## config.mk

```make
export PLATFORM = sky130hd
export DESIGN_NAME = program_mem_arbiter
export DESIGN_NICKNAME = d
export VERILOG_FILES = /design/src/rtl/program_mem_arbiter.sv
export SDC_FILE = /design/constraint.sdc
export NUM_CORES = 1
export LEC_CHECK = 0
export ABC_AREA = 1
export BUFFER_PORTS_ARGS = -buffer_cell sky130_fd_sc_hd__buf_2
export CAP_MARGIN = 20
export CORE_MARGIN = 4
export CORE_UTILIZATION = 44
export CTS_CLUSTER_DIAMETER = 60
export DETAILED_ROUTE_END_ITERATION = 8
export PLACE_DENSITY_LB_ADDON = 0.25
export SYNTH_ARGS = -nofsm -noshare
export SYNTH_HDL_FRONTEND = slang
export SYNTH_SLANG_ARGS = --single-unit
```

## constraint.sdc

```tcl
create_clock -name clk -period 1.69 [get_ports clk]
set_input_delay 0.169 -clock clk [delete_from_list [all_inputs] [get_ports clk]]
set_output_delay 0.169 -clock clk [all_outputs]
set_load 0.05 [all_outputs]
```

## src/rtl/program_mem_arbiter.sv

```systemverilog
// Round-robin arbiter sharing one program-memory read channel among several fetch units.
// One request is in flight at a time. The fetch unit is answered with a registered one-cycle ready pulse.
module program_mem_arbiter #(
    parameter int NUM_CONSUMERS = 4,
    parameter int ADDR_BITS     = 8,
    parameter int DATA_BITS     = 16
) (
    input  logic                               clk,
    input  logic                               reset,
    input  logic [NUM_CONSUMERS-1:0]           consumer_read_valid,
    input  logic [NUM_CONSUMERS*ADDR_BITS-1:0] consumer_read_address,
    output logic [NUM_CONSUMERS-1:0]           consumer_read_ready,
    output logic [NUM_CONSUMERS*DATA_BITS-1:0] consumer_read_data,
    output logic                               mem_read_valid,
    output logic [ADDR_BITS-1:0]               mem_read_address,
    input  logic                               mem_read_ready,
    input  logic [DATA_BITS-1:0]               mem_read_data
);

    localparam int IDX_BITS = (NUM_CONSUMERS > 1) ? $clog2(NUM_CONSUMERS) : 1;
    localparam int SUM_BITS = IDX_BITS + 1;

    typedef enum logic [1:0] {
        IDLE     = 2'd0,
        WAIT_MEM = 2'd1,
        RESPOND  = 2'd2
    } state_t;

    state_t                             state_q, state_d;
    logic [IDX_BITS-1:0]                rr_ptr_q, rr_ptr_d;
    logic [IDX_BITS-1:0]                grant_q, grant_d;
    logic [NUM_CONSUMERS-1:0]           hold_q, hold_d;
    logic [NUM_CONSUMERS-1:0]           ready_d;
    logic [NUM_CONSUMERS*DATA_BITS-1:0] data_d;
    logic                               mem_valid_d;
    logic [ADDR_BITS-1:0]               mem_address_d;

    logic [NUM_CONSUMERS-1:0] eligible;
    logic                     found;
    logic [IDX_BITS-1:0]      winner;
    logic [SUM_BITS-1:0]      cand_sum;
    logic [ADDR_BITS-1:0]     winner_address;

    // Held consumers have already been answered for the request they are still showing.
    always_comb begin
        // NOTE: every combinational output gets a default before any branch, so no latch is inferred.
        eligible = consumer_read_valid & ~hold_q;
        found    = 1'b0;
        winner   = '0;
        cand_sum = '0;
        for (int k = 0; k < NUM_CONSUMERS; k++) begin
            cand_sum = {1'b0, rr_ptr_q} + SUM_BITS'(k);
            if (cand_sum >= SUM_BITS'(NUM_CONSUMERS)) begin
                cand_sum = cand_sum - SUM_BITS'(NUM_CONSUMERS);
            end
            if (!found && eligible[cand_sum[IDX_BITS-1:0]]) begin
                found  = 1'b1;
                winner = cand_sum[IDX_BITS-1:0];
            end
        end
    end

    always_comb begin
        winner_address = '0;
        for (int i = 0; i < NUM_CONSUMERS; i++) begin
            if (winner == IDX_BITS'(i)) begin
                winner_address = consumer_read_address[i*ADDR_BITS +: ADDR_BITS];
            end
        end
    end

    always_comb begin
        state_d       = state_q;
        rr_ptr_d      = rr_ptr_q;
        grant_d       = grant_q;
        hold_d        = hold_q & consumer_read_valid;
        ready_d       = '0;
        data_d        = consumer_read_data;
        mem_valid_d   = mem_read_valid;
        mem_address_d = mem_read_address;

        unique case (state_q)
            IDLE: begin
                if (found) begin
                    grant_d       = winner;
                    mem_address_d = winner_address;
                    mem_valid_d   = 1'b1;
                    state_d       = WAIT_MEM;
                end
            end
            WAIT_MEM: begin
                if (mem_read_ready) begin
                    // Setting hold after the clear above makes a simultaneous set win.
                    for (int i = 0; i < NUM_CONSUMERS; i++) begin
                        if (grant_q == IDX_BITS'(i)) begin
                            data_d[i*DATA_BITS +: DATA_BITS] = mem_read_data;
                            ready_d[i]                       = 1'b1;
                            hold_d[i]                        = 1'b1;
                        end
                    end
                    mem_valid_d = 1'b0;
                    rr_ptr_d    = (grant_q == IDX_BITS'(NUM_CONSUMERS - 1)) ? '0
                                                                             : grant_q + IDX_BITS'(1);
                    state_d     = RESPOND;
                end
            end
            RESPOND: begin
                state_d = IDLE;
            end
            default: begin
                state_d = IDLE;
            end
        endcase
    end

    always_ff @(posedge clk) begin
        // NOTE: state registers use non-blocking assignments so every flop samples pre-edge values.
        if (reset) begin
            state_q             <= IDLE;
            rr_ptr_q            <= '0;
            grant_q             <= '0;
            hold_q              <= '0;
            consumer_read_ready <= '0;
            // NOTE: the per-consumer data fields are plain flops, not a RAM, so they are reset like any other output.
            consumer_read_data  <= '0;
            mem_read_valid      <= 1'b0;
            mem_read_address    <= '0;
        end else begin
            state_q             <= state_d;
            rr_ptr_q            <= rr_ptr_d;
            grant_q             <= grant_d;
            hold_q              <= hold_d;
            consumer_read_ready <= ready_d;
            consumer_read_data  <= data_d;
            mem_read_valid      <= mem_valid_d;
            mem_read_address    <= mem_address_d;
        end
    end

endmodule

```

==> impl_results.md, run 1 <==
* Status: finished with violations
* Violated checks: setup timing
* Clock tree buffer depth at 2
* Min Hold Slack at 0.0843 ns
* WHS Path Cells at 3
* M3 GR Usage at under 10%
* Part of the cycle the worst path needs at 108%
* Max cap viols at 0
* Final Util at 62.9%
* Worst R2R End: mem_read_address[5]$_SDFFE_PP0P_
* Final #Nets at 692
* Commonest non-fill, non-tap cell in the layout: nor2_1
* IO Pins at between 100 and 150
* First-pass GRT wire length at ~16 mm
* N_diodes at 0
* Global route overflow at 0
* Worst-margin pin slew at approximately 0.27 ns
* ANT nets after route at 0
* Gpl congestion at 1.00
* Post-DP HPWL at 7.24 mm
* Psw at 2.22 mW
* Synthesis Warnings at 0
* CP delay by family, top: simple AND/OR/NAND/NOR gates
* Worst slew margin at 81.8%
* CP startpoint: rr_ptr_q[0]$_SDFFE_PP0P_
* Int Pwr at 3.63 mW
* Skew final at 0.00825 ns
* Worst setup endpoint: mem_read_address[5]$_SDFFE_PP0P_
* # setup viols final at 11
* Die Y-Extent at 98.9 um
* Largest net degree at the start of global routing at 72
* Port Buffers at 131
* Final Critical Period at 1.83 ns
* Syn nets at between 500 and 600
* H-Tree Depth at 3
* CTS root buffer: clkbuf_8
* CTS tree: built
* Initial Util at 46.1%
* Crit-path cells: buf_12, inv_12, nand3_4, nand3_2, nand2_4, nand3_2, nor2_2, nor3_4, buf_4, o21ai_0, inv_1, nand2_1, a21oi_2
* Via/cell ratio at ~4.9
* GR peak layer: met2
* Crit-path max cell delay at 0.34 ns
* Most frequent cells in the layout: nor2_1, buf_2, dfxtp_1, o21ai_0, nand2_1
* Setup TNS at -1.01 ns
* Worst endpoint data arrival time at 2.12 ns
* Die X at 98.9 um
* Syn-to-layout area delta at 36.5%
* CTS clk-pin slew, worst paths at around 0.090 ns
* CTS Buf Count at 9
* Starting DRT DRC Count at 155
* Clock Latency Late Sink at 0.35 ns
* Fin. Hold Viols at 0
* Worst Path Buf+Inv at 4
* Rows at 32
* Drt total wl at 9.92 mm
* Post-Syn Area per Cell at 7.55 um^2
* Share of power burned in registers at 40.0%
* Setup Crit Path Kind: reg2reg
* Critical path depth at 13
* Unrepaired setup endpoints after global routing: true
* Library cells used by synthesis at 29
* Total core area at around 0.008 mm^2
* VDD IR max at 525 uV
* DRC at 0
* Drt first pass iters at 4
* CP most frequent cell: nand3_2
* Part of the power in the clock network at 24.7%
* R2R depth at 13
* Sw Share at 37.9%
* WL/cell at 13.4 um
* Hold Path Class: in2reg
* Die footprint at 0.00979 mm^2
* Cell Area, Synth at around 0.0036 mm^2
* DR vias at about 3700
* GRT met2 Usage at 33.4%
* Vias in the first global route at about 3500
* CP max FO at 7
* Layout cells sized above 1 at 36.1%
* Leak at around 2.4 nW
* Met1 Use GR at 25.0%
* Initial antenna violation count at 0
* Critical Path RT at 1.99 ns
* PwrDens at 1180 mW/mm^2
* Share of total power in combinational logic at 35.3%
* Post-synthesis sequential area ratio at 47.9%
* Post-synthesis register bit count at 87
* R2R Path Start: rr_ptr_q[0]$_SDFFE_PP0P_
* Worst path slowest cell: dfxtp_2
* Reg2Reg Setup Slack at -0.14 ns
* Cells after synthesis at 482
* Total GRT Usage at 20.1%
* CTS sink cnt at 87
* Max-slew violation count at 0
* F_max at 548 MHz
* Final worst slack at -0.136 ns
* CP Capture Type: register
* Worst Setup Start Kind: register
## worst min-delay path: cells and delay by family
kind | cells | cell delay, ns
AO/OA/AOI/OAI | 2 | 0.14
buffers and inverters | 1 | 0.09
## layer usage
metal | part of all wire (%) | vias up
li1 | - | 1868
met1 | 43 | 1647
met2 | 48 | 131
met3 | 7.2 | 12
met4 | 1.3 | 0
met5 | 0 | -
## synthesized netlist by cell type (all sizes together)
cell type	count	area, um^2
dfxtp	87	1740
inv	28	110
clkbuf	13	48.8
nand3	33	230
o21ai	75	375
ha	4	50.1
nand2	59	251
clkinv	1	3.75
buf	7	52.5
nand4	8	56.3
a21oi	21	124
nor2	144	569
nor3	1	16.3
a211oi	1	7.51
## worst min-delay path by stage
stage	endpoint	startpoint	slack [ns]
4_1_cts	mem_read_address[1]$_SDFFE_PP0P_	consumer_read_address[17]	0.06
2_1_floorplan	consumer_read_data[48]$_SDFFE_PP0P_	mem_read_data[0]	0.30
6_report	mem_read_address[1]$_SDFFE_PP0P_	consumer_read_address[17]	0.08
3_5_place_dp	hold_q[1]$_SDFF_PP0_	consumer_read_valid[1]	0.44
5_1_grt	mem_read_address[1]$_SDFFE_PP0P_	consumer_read_address[17]	0.08
3_3_place_gp	consumer_read_data[61]$_SDFFE_PP0P_	mem_read_data[13]	0.44
## kinds of logic (layout without fill, tap and decap cells)
| family | Yosys count | after routing | share of synthesized area, % |
|---|---|---|---|
| simple gates | 245 | 245 | 30.9 |
| fa+ha+maj | 4 | 4 | 1.38 |
| flops | 87 | 87 | 47.9 |
| buf+inv | 49 | 205 | 5.92 |
| compound gates | 97 | 97 | 13.9 |
## registers in the layout, indices dropped and copies added (netlist names)
signal	flops
consumer_read_ready	4
rr_ptr_q	2
consumer_read_data	64
mem_read_address	8
hold_q	4
mem_read_valid	1
grant_q	2
state_q	2
## final cells by class
class,instances,area (um^2)
flip-flops and latches,87,1750
repair buffers,160,952
fillers,692,2920
clock inverters,5,57.6
clock buffers,11,141
multi-input cells,346,1820
inverters,29,121
well taps,102,128
## power by group through the flow
stage / Combinational (mW) / Sequential, mW / Clock (mW)
detailed placement: 1.90 / 2.38 / 0
global route: 2.25 / 2.37 / 1.58
global placement: 1.86 / 2.38 / 0
floorplan: 0.855 / 2.91 / 0
CTS: 1.98 / 2.34 / 1.48
finish: 2.07 / 2.34 / 1.44
## stage by stage
step / power (mW) / setup slack, ns / instances / cell area (um^2)
after global placement: 4.24 / -0.0763 / 718 / 4570
after CTS: 5.80 / -0.123 / 738 / 4850
after global routing: 6.20 / -0.302 / 740 / 4960
after floorplan: 3.76 / 0.0603 / 482 / 3640
after detailed placement: 4.28 / -0.164 / 718 / 4570
final: 5.85 / -0.136 / 740 / 4960
## what timing repair did
action | in CTS | in global routing
resized for setup | 17 | 24
buffers inserted | 4 | 2
endpoints found under the hold margin | 0 | 0
hold buffers | 0 | 0
pin swaps | 18 | 11
setup endpoints to repair | 9 | 16
(Power assumes the default switching activity.)
==> run 2, diff against run 1 <==
PLACE_DENSITY = 0.73   (was unset)
PLACE_DENSITY_LB_ADDON = unset   (was 0.25)
==> run 2 against run 1 <==
The run still ends with setup timing left; cell area down 0.10%; via count grew 0.19%; count of clock-buffer cells in the layout did not move.
==> impl_results.md, run 2 (synthesis gave the netlist of run 1 again) <==
* Setup Crit Path Kind: reg2reg
* Fin. Hold Viols at 0 (unchanged)
* Clock Latency Late Sink at 0.35 ns (about the same)
* Max-slew violation count at 0 (unchanged)
* CP delay by family, top: simple AND/OR/NAND/NOR gates
* Crit-path max cell delay at 0.45 ns (+0.11 ns)
* Critical Path RT at 1.93 ns (-0.06 ns)
* VDD IR max at 622 uV (+19%)
* Largest net degree at the start of global routing at 72 (unchanged)
* Final worst slack at -0.109 ns (+0.0269 ns)
* Commonest non-fill, non-tap cell in the layout: nor2_1
* Drt first pass iters at 4 (unchanged)
* Worst slew margin at 63.3% (-19 points)
* Hold Path Class: in2reg
* Post-DP HPWL at 7.12 mm (-1.7%)
* Max cap viols at 0 (unchanged)
* Vias in the first global route at 3393 (-2.3%)
* CP startpoint: rr_ptr_q[0]$_SDFFE_PP0P_
* IO Pins at 132 (unchanged)
* CTS root buffer: clkbuf_8
* Leak at 2.39 nW (-1.3%)
* Part of the cycle the worst path needs at 106% (-1.6 points)
* PwrDens at 1180 mW/mm^2 (-0.12%)
* Wire length on met3 at 734 um (+3.1%)
* Drt total wl at 10.1 mm (+1.8%)
* Status: finished with violations
* Reg with most FFs: consumer_read_data
* Rows at 32 (unchanged)
* Initial Util at 46.1% (unchanged)
* Initial antenna violation count at 0 (unchanged)
* Die X at 98.9 um (unchanged)
* CTS clk-pin slew, worst paths at 0.09 ns (about the same)
* H-Tree Depth at 3 (unchanged)
* Worst hold start: consumer_read_address[18]
* CP max FO at 8 (+1)
* Via/cell ratio at 4.93 (-0.35%)
* CTS sink cnt at 87 (unchanged)
* First-pass GRT wire length at 16.0 mm (-0.73%)
* R2R Path Start: rr_ptr_q[0]$_SDFFE_PP0P_
* Gpl congestion at 0.821 (-18%)
* Met1 wire length at 4.51 mm (+5.5%)
* Total core area at 0.00789 mm^2 (unchanged)
* Worst Path Buf+Inv at 4 (unchanged)
* Placed cells at 714 (-0.56%)
* Worst Setup Start Kind: register
* Highest routed layer: met4
* Final Util at 62.9% (-0.063 points)
* Crit-path cells: inv_8, nand3_4, nand3_1, nand2_2, inv_1, nand3_2, nand3_4, buf_4, nand3_4, inv_4, nand2_1, nand2_1, nor2_1, nor2_1
* Skew final at 0.0119 ns (+0.00360 ns)
* N_diodes at 0 (unchanged)
* Syn-to-layout area delta at 36.4%
* Met2 routed WL at 4.69 mm (-2.3%)
* Final Critical Period at 1.80 ns (-0.0269 ns)
* DR vias at 3665 (+0.19%)
* Clock tree buffer depth at 2 (unchanged)
* Global route overflow at 0 (unchanged)
* Layout cells sized above 1 at 36.8% (+0.71 points)
* Starting DRT DRC Count at 111 (-28%)
* Post-Layout Cell Count at 744 (+0.54%)
* Worst path slowest cell: dfxtp_4
* Worst-margin pin slew at 0.550 ns (+0.278 ns)
* CTS tree: built
* Most frequent cells in the layout: nor2_1, buf_2, dfxtp_1, o21ai_0, nand2_1
* ANT nets after route at 0 (unchanged)
* Die Y-Extent at 98.9 um (unchanged)
* Top flop regs: consumer_read_data (64), mem_read_address (8)
* Final #Nets at 696 (+0.58%)
* CTS Buf Count at 9 (unchanged)
* Violated checks: setup timing
* Total GRT Usage at 19.6% (-0.46 points)
* Worst endpoint data arrival time at 2.04 ns (-0.08 ns)
* WL/cell at 13.6 um (+1.2%)
* Unrepaired setup endpoints after global routing: true
* # setup viols final at 8 (-3)
* Die footprint at 0.00979 mm^2 (unchanged)
* CP Capture Type: register
* F_max at 556 MHz (+1.5%)
* DRC at 0 (unchanged)
* CP most frequent cell: nand3_4
* Max reg flops at 64 (unchanged)
* Port Buffers at 131 (unchanged)
run 2: timing repair:
action | CTS | global route
cloned | 1 | 0
hold buffers | 0 | 0
gates resized for setup | 23 | 26
pin swaps | 15 | 15
buffers inserted | 11 | 3
setup endpoints to repair | 10 | 12
run 2: report_power, final:
| part | switching [mW] | leakage, nW | total (mW) | internal [mW] |
|---|---|---|---|---|
| clock | 0.761 | 0.0826 | 1.35 | 0.586 |
| sequential | 0.113 | 0.708 | 2.35 | 2.23 |
| combinational | 1.43 | 1.60 | 2.14 | 0.718 |
run 2: tightest hold or removal path, cell delays in order:
cell	delay, ns
buf_2	0.09
a21oi_2	0.05
a21oi_2	0.10
run 2: metrics by stage:
| step | total power, mW | hold WS, ns | cell area (um^2) | TNS, ns | worst slack, ns |
|---|---|---|---|---|---|
| 3_3_place_gp | 4.20 | 0.442 | 4500 | -0.568 | -0.0807 |
| 4_1_cts | 5.74 | 0.0793 | 4830 | -0.432 | -0.0742 |
| 6_report | 5.84 | 0.0957 | 4960 | -0.801 | -0.109 |
| 2_1_floorplan | 3.76 | 0.304 | 3640 | 0 | 0.0603 |
| 5_1_grt | 6.16 | 0.0940 | 4960 | -2.13 | -0.244 |
| 3_5_place_dp | 4.24 | 0.447 | 4500 | -0.868 | -0.121 |
run 2: final timing paths:
check	endpoint	slack (ns)	depth (start not counted)
hold reg to reg	hold_q[2]$_SDFF_PP0_	0.46	2
setup / recovery	mem_read_address[7]$_SDFFE_PP0P_	-0.11	14
setup reg to reg	mem_read_address[7]$_SDFFE_PP0P_	-0.11	14
hold / removal	mem_read_address[2]$_SDFFE_PP0P_	0.1	3
run 2: metal layers:
layer | GRT usage (%) | vias to the layer above
met2 | 33.4 | 137
met5 | 0 | -
met3 | 4.10 | 16
met4 | 6.09 | 0
met1 | 24.9 | 1642
li1 | - | 1870
run 2: area by class of cell:
cell class | count | area [um^2]
Timing Repair Buffer | 163 | 932
Sequential cell | 87 | 1750
Clock inverter | 5 | 40.0
Multi-Input combinational cell | 347 | 1850
Clock buffer | 11 | 141
Inverter | 29 | 119
Tap cell | 102 | 128
Fill cell | 727 | 2930
==> run 3, diff against run 2 <==
==> constraint.sdc (replaced) <==
create_clock -name clk -period 1.69 [get_ports clk]
set_input_delay 0.0845 -clock clk [delete_from_list [all_inputs] [get_ports clk]]
set_output_delay 0.0845 -clock clk [all_outputs]
set_load 0.05 [all_outputs]
==> run 3 against run 2 <==
The run still ends with setup timing left; critical path depth is the same; flip-flop and latch count did not move; clock skew barely moved; hold slack lost 0.085 ns; highest routed layer unchanged.
==> impl_results.md, run 3 (synthesis gave the netlist of run 1 again) <==
* Vias in the first global route at 3421 (+0.83%)
* Initial antenna violation count at 0 (unchanged)
* Post-DP HPWL at 7.12 mm (unchanged)
* Hold Path Class: in2reg
* Starting DRT DRC Count at 105 (-5.4%)
* DR vias at 3666 (+0.027%)
* Syn-to-layout area delta at 37.2%
* Worst slew margin at 63.4% (+0.15 points)
* CTS root buffer: clkbuf_8
* Skew final at 0.0115 ns (-0.000337 ns)
* Via/cell ratio at 4.91 (-0.37%)
* Reg2Reg Setup Slack at -0.11 ns (about the same)
* Final Critical Period at 1.80 ns (+0.00215 ns)
* N_diodes at 0 (unchanged)
* Die X at 98.9 um (unchanged)
* Violated checks: setup timing
* Tot Pwr at 5.84 mW (about the same)
* Max cap viols at 0 (unchanged)
* Worst-margin pin slew at 0.548 ns (-0.00223 ns)
* Global route overflow at 0 (unchanged)
* Drt total wl at 10.1 mm (+0.11%)
* Port Buffers at 131 (unchanged)
* Layout cells sized above 1 at 36.6% (-0.17 points)
* Part of the cycle the worst path needs at 107% (+0.13 points)
* Post-route cell area at 0.00499 mm^2 (+0.61%)
* Fill count at 723 (-0.55%)
* Commonest non-fill, non-tap cell in the layout: nor2_1
* Setup Crit Path Kind: reg2reg
* CTS clk-pin slew, worst paths at 0.09 ns (about the same)
* Post-Layout Cell Count at 747 (+0.40%)
* CP Capture Type: register
* Clock Latency Late Sink at 0.35 ns (about the same)
* Min Hold Slack at 0.0103 ns (-0.0854 ns)
* DP Area at 0.00450 mm^2 (unchanged)
* WL/cell at 13.5 um (-0.29%)
* R2R Path Start: rr_ptr_q[0]$_SDFFE_PP0P_
* Worst endpoint data arrival time at 2.04 ns (about the same)
* Worst Setup Start Kind: register
* R2R depth at 14 (unchanged)
* Clock tree buffer depth at 2 (unchanged)
* Max-slew violation count at 0 (unchanged)
* Largest net degree at the start of global routing at 72 (unchanged)
* H-Tree Depth at 3 (unchanged)
* Drt first pass iters at 4 (unchanged)
* CTS sink cnt at 87 (unchanged)
* Total GRT Usage at 19.8% (+0.12 points)
* Placed cells at 714 (unchanged)
* IO Pins at 132 (unchanged)
* Setup TNS at -0.803 ns (-0.00219 ns)
* VDD IR max at 622 uV (about the same)
* Final Util at 63.3% (+0.38 points)
* First-pass GRT wire length at 16.1 mm (+0.60%)
* F_max at 555 MHz (-0.12%)
* Pre-CTS setup slack at -0.121 ns (unchanged)
* Max reg flops at 64 (unchanged)
* Final #Nets at 699 (+0.43%)
* CP max FO at 8 (unchanged)
* Leak at 2.40 nW (+0.52%)
* Gpl congestion at 0.821 (unchanged)
* Worst Hold Path EP: mem_read_address[2]$_SDFFE_PP0P_
* CTS tree: built
* WHS Path Cells at 3 (unchanged)
* Worst R2R End: mem_read_address[7]$_SDFFE_PP0P_
* ANT nets after route at 0 (unchanged)
* Rows at 32 (unchanged)
* # setup viols final at 8 (unchanged)
* Die Y-Extent at 98.9 um (unchanged)
* Initial Util at 46.1% (unchanged)
* Die footprint at 0.00979 mm^2 (unchanged)
* Worst hold start: consumer_read_address[18]
* Unrepaired setup endpoints after global routing: true
* DRC at 0 (unchanged)
* PwrDens at 1170 mW/mm^2 (-0.51%)
* Critical Path RT at 1.93 ns (about the same)
* Top flop regs: consumer_read_data (64), mem_read_address (8)
* CTS Buf Count at 9 (unchanged)
* Final worst slack at -0.111 ns (-0.00215 ns)
* Most frequent cells in the layout: nor2_1, buf_2, dfxtp_1, o21ai_0, nand2_1
* Total core area at 0.00789 mm^2 (unchanged)
* Fin. Hold Viols at 0 (unchanged)
* Reg with most FFs: consumer_read_data
* Status: finished with violations
[run 3: power by group]
part	switching, mW	internal [mW]	total (mW)	leakage, nW
Combinational	1.43	0.722	2.15	1.61
Sequential	0.113	2.23	2.35	0.708
Clock	0.761	0.586	1.35	0.0826
Total	2.30	3.54	5.84	2.40
[run 3: how the worst max path moves through the flow]
stage / from / end / cells past startpoint
final: rr_ptr_q[0]$_SDFFE_PP0P_ / mem_read_address[7]$_SDFFE_PP0P_ / 14
after global routing: rr_ptr_q[0]$_SDFFE_PP0P_ / mem_read_address[0]$_SDFFE_PP0P_ / 14
after CTS: rr_ptr_q[0]$_SDFFE_PP0P_ / mem_read_address[2]$_SDFFE_PP0P_ / 13
after detailed placement: rr_ptr_q[0]$_SDFFE_PP0P_ / mem_read_address[2]$_SDFFE_PP0P_ / 14
after global placement: rr_ptr_q[0]$_SDFFE_PP0P_ / mem_read_address[3]$_SDFFE_PP0P_ / 13
after floorplan: rr_ptr_q[0]$_SDFFE_PP0P_ / mem_read_address[1]$_SDFFE_PP0P_ / 13
[run 3: repair_timing]
action                                 in CTS  in global routing
hold buffers                                3                  0
endpoints found under the hold margin       3                  0
setup endpoints to repair                  10                 12
gates resized for setup                    23                 26
gates cloned                                1                  0
buffers inserted                           11                  3
pin swaps                                  15                 15
[run 3: layout make-up]
cell class / count / area (um^2) / share of cell area, %
multi-input cells: 347 / 1850 / 37.1
flip-flops and latches: 87 / 1750 / 35.0
repair buffers: 166 / 962 / 19.3
clock buffers: 11 / 141 / 2.83
well taps: 102 / 128 / 2.56
inverters: 29 / 119 / 2.38
clock inverters: 5 / 40.0 / 0.802
[run 3: critical path, stage by stage (launching register included)]
cell and delay (ns):
dfxtp_4 0.45, inv_8 0.07, nand3_4 0.08, nand3_1 0.12, nand2_2 0.13, inv_1 0.06, nand3_2 0.07, nand3_4 0.11
buf_4 0.16, nand3_4 0.11, inv_4 0.05, nand2_1 0.05, nand2_1 0.04, nor2_1 0.11, nor2_1 0.05
[run 3: per-layer routing]
| layer | up-vias | GRT usage (%) | share of wire, % |
|---|---|---|---|
| li1 | 1879 | - | - |
| met1 | 1647 | 25.0 | 45 |
| met2 | 124 | 33.7 | 46 |
| met3 | 16 | 4.10 | 7.0 |
| met4 | 0 | 6.09 | 1.6 |
| met5 | - | 0 | 0 |
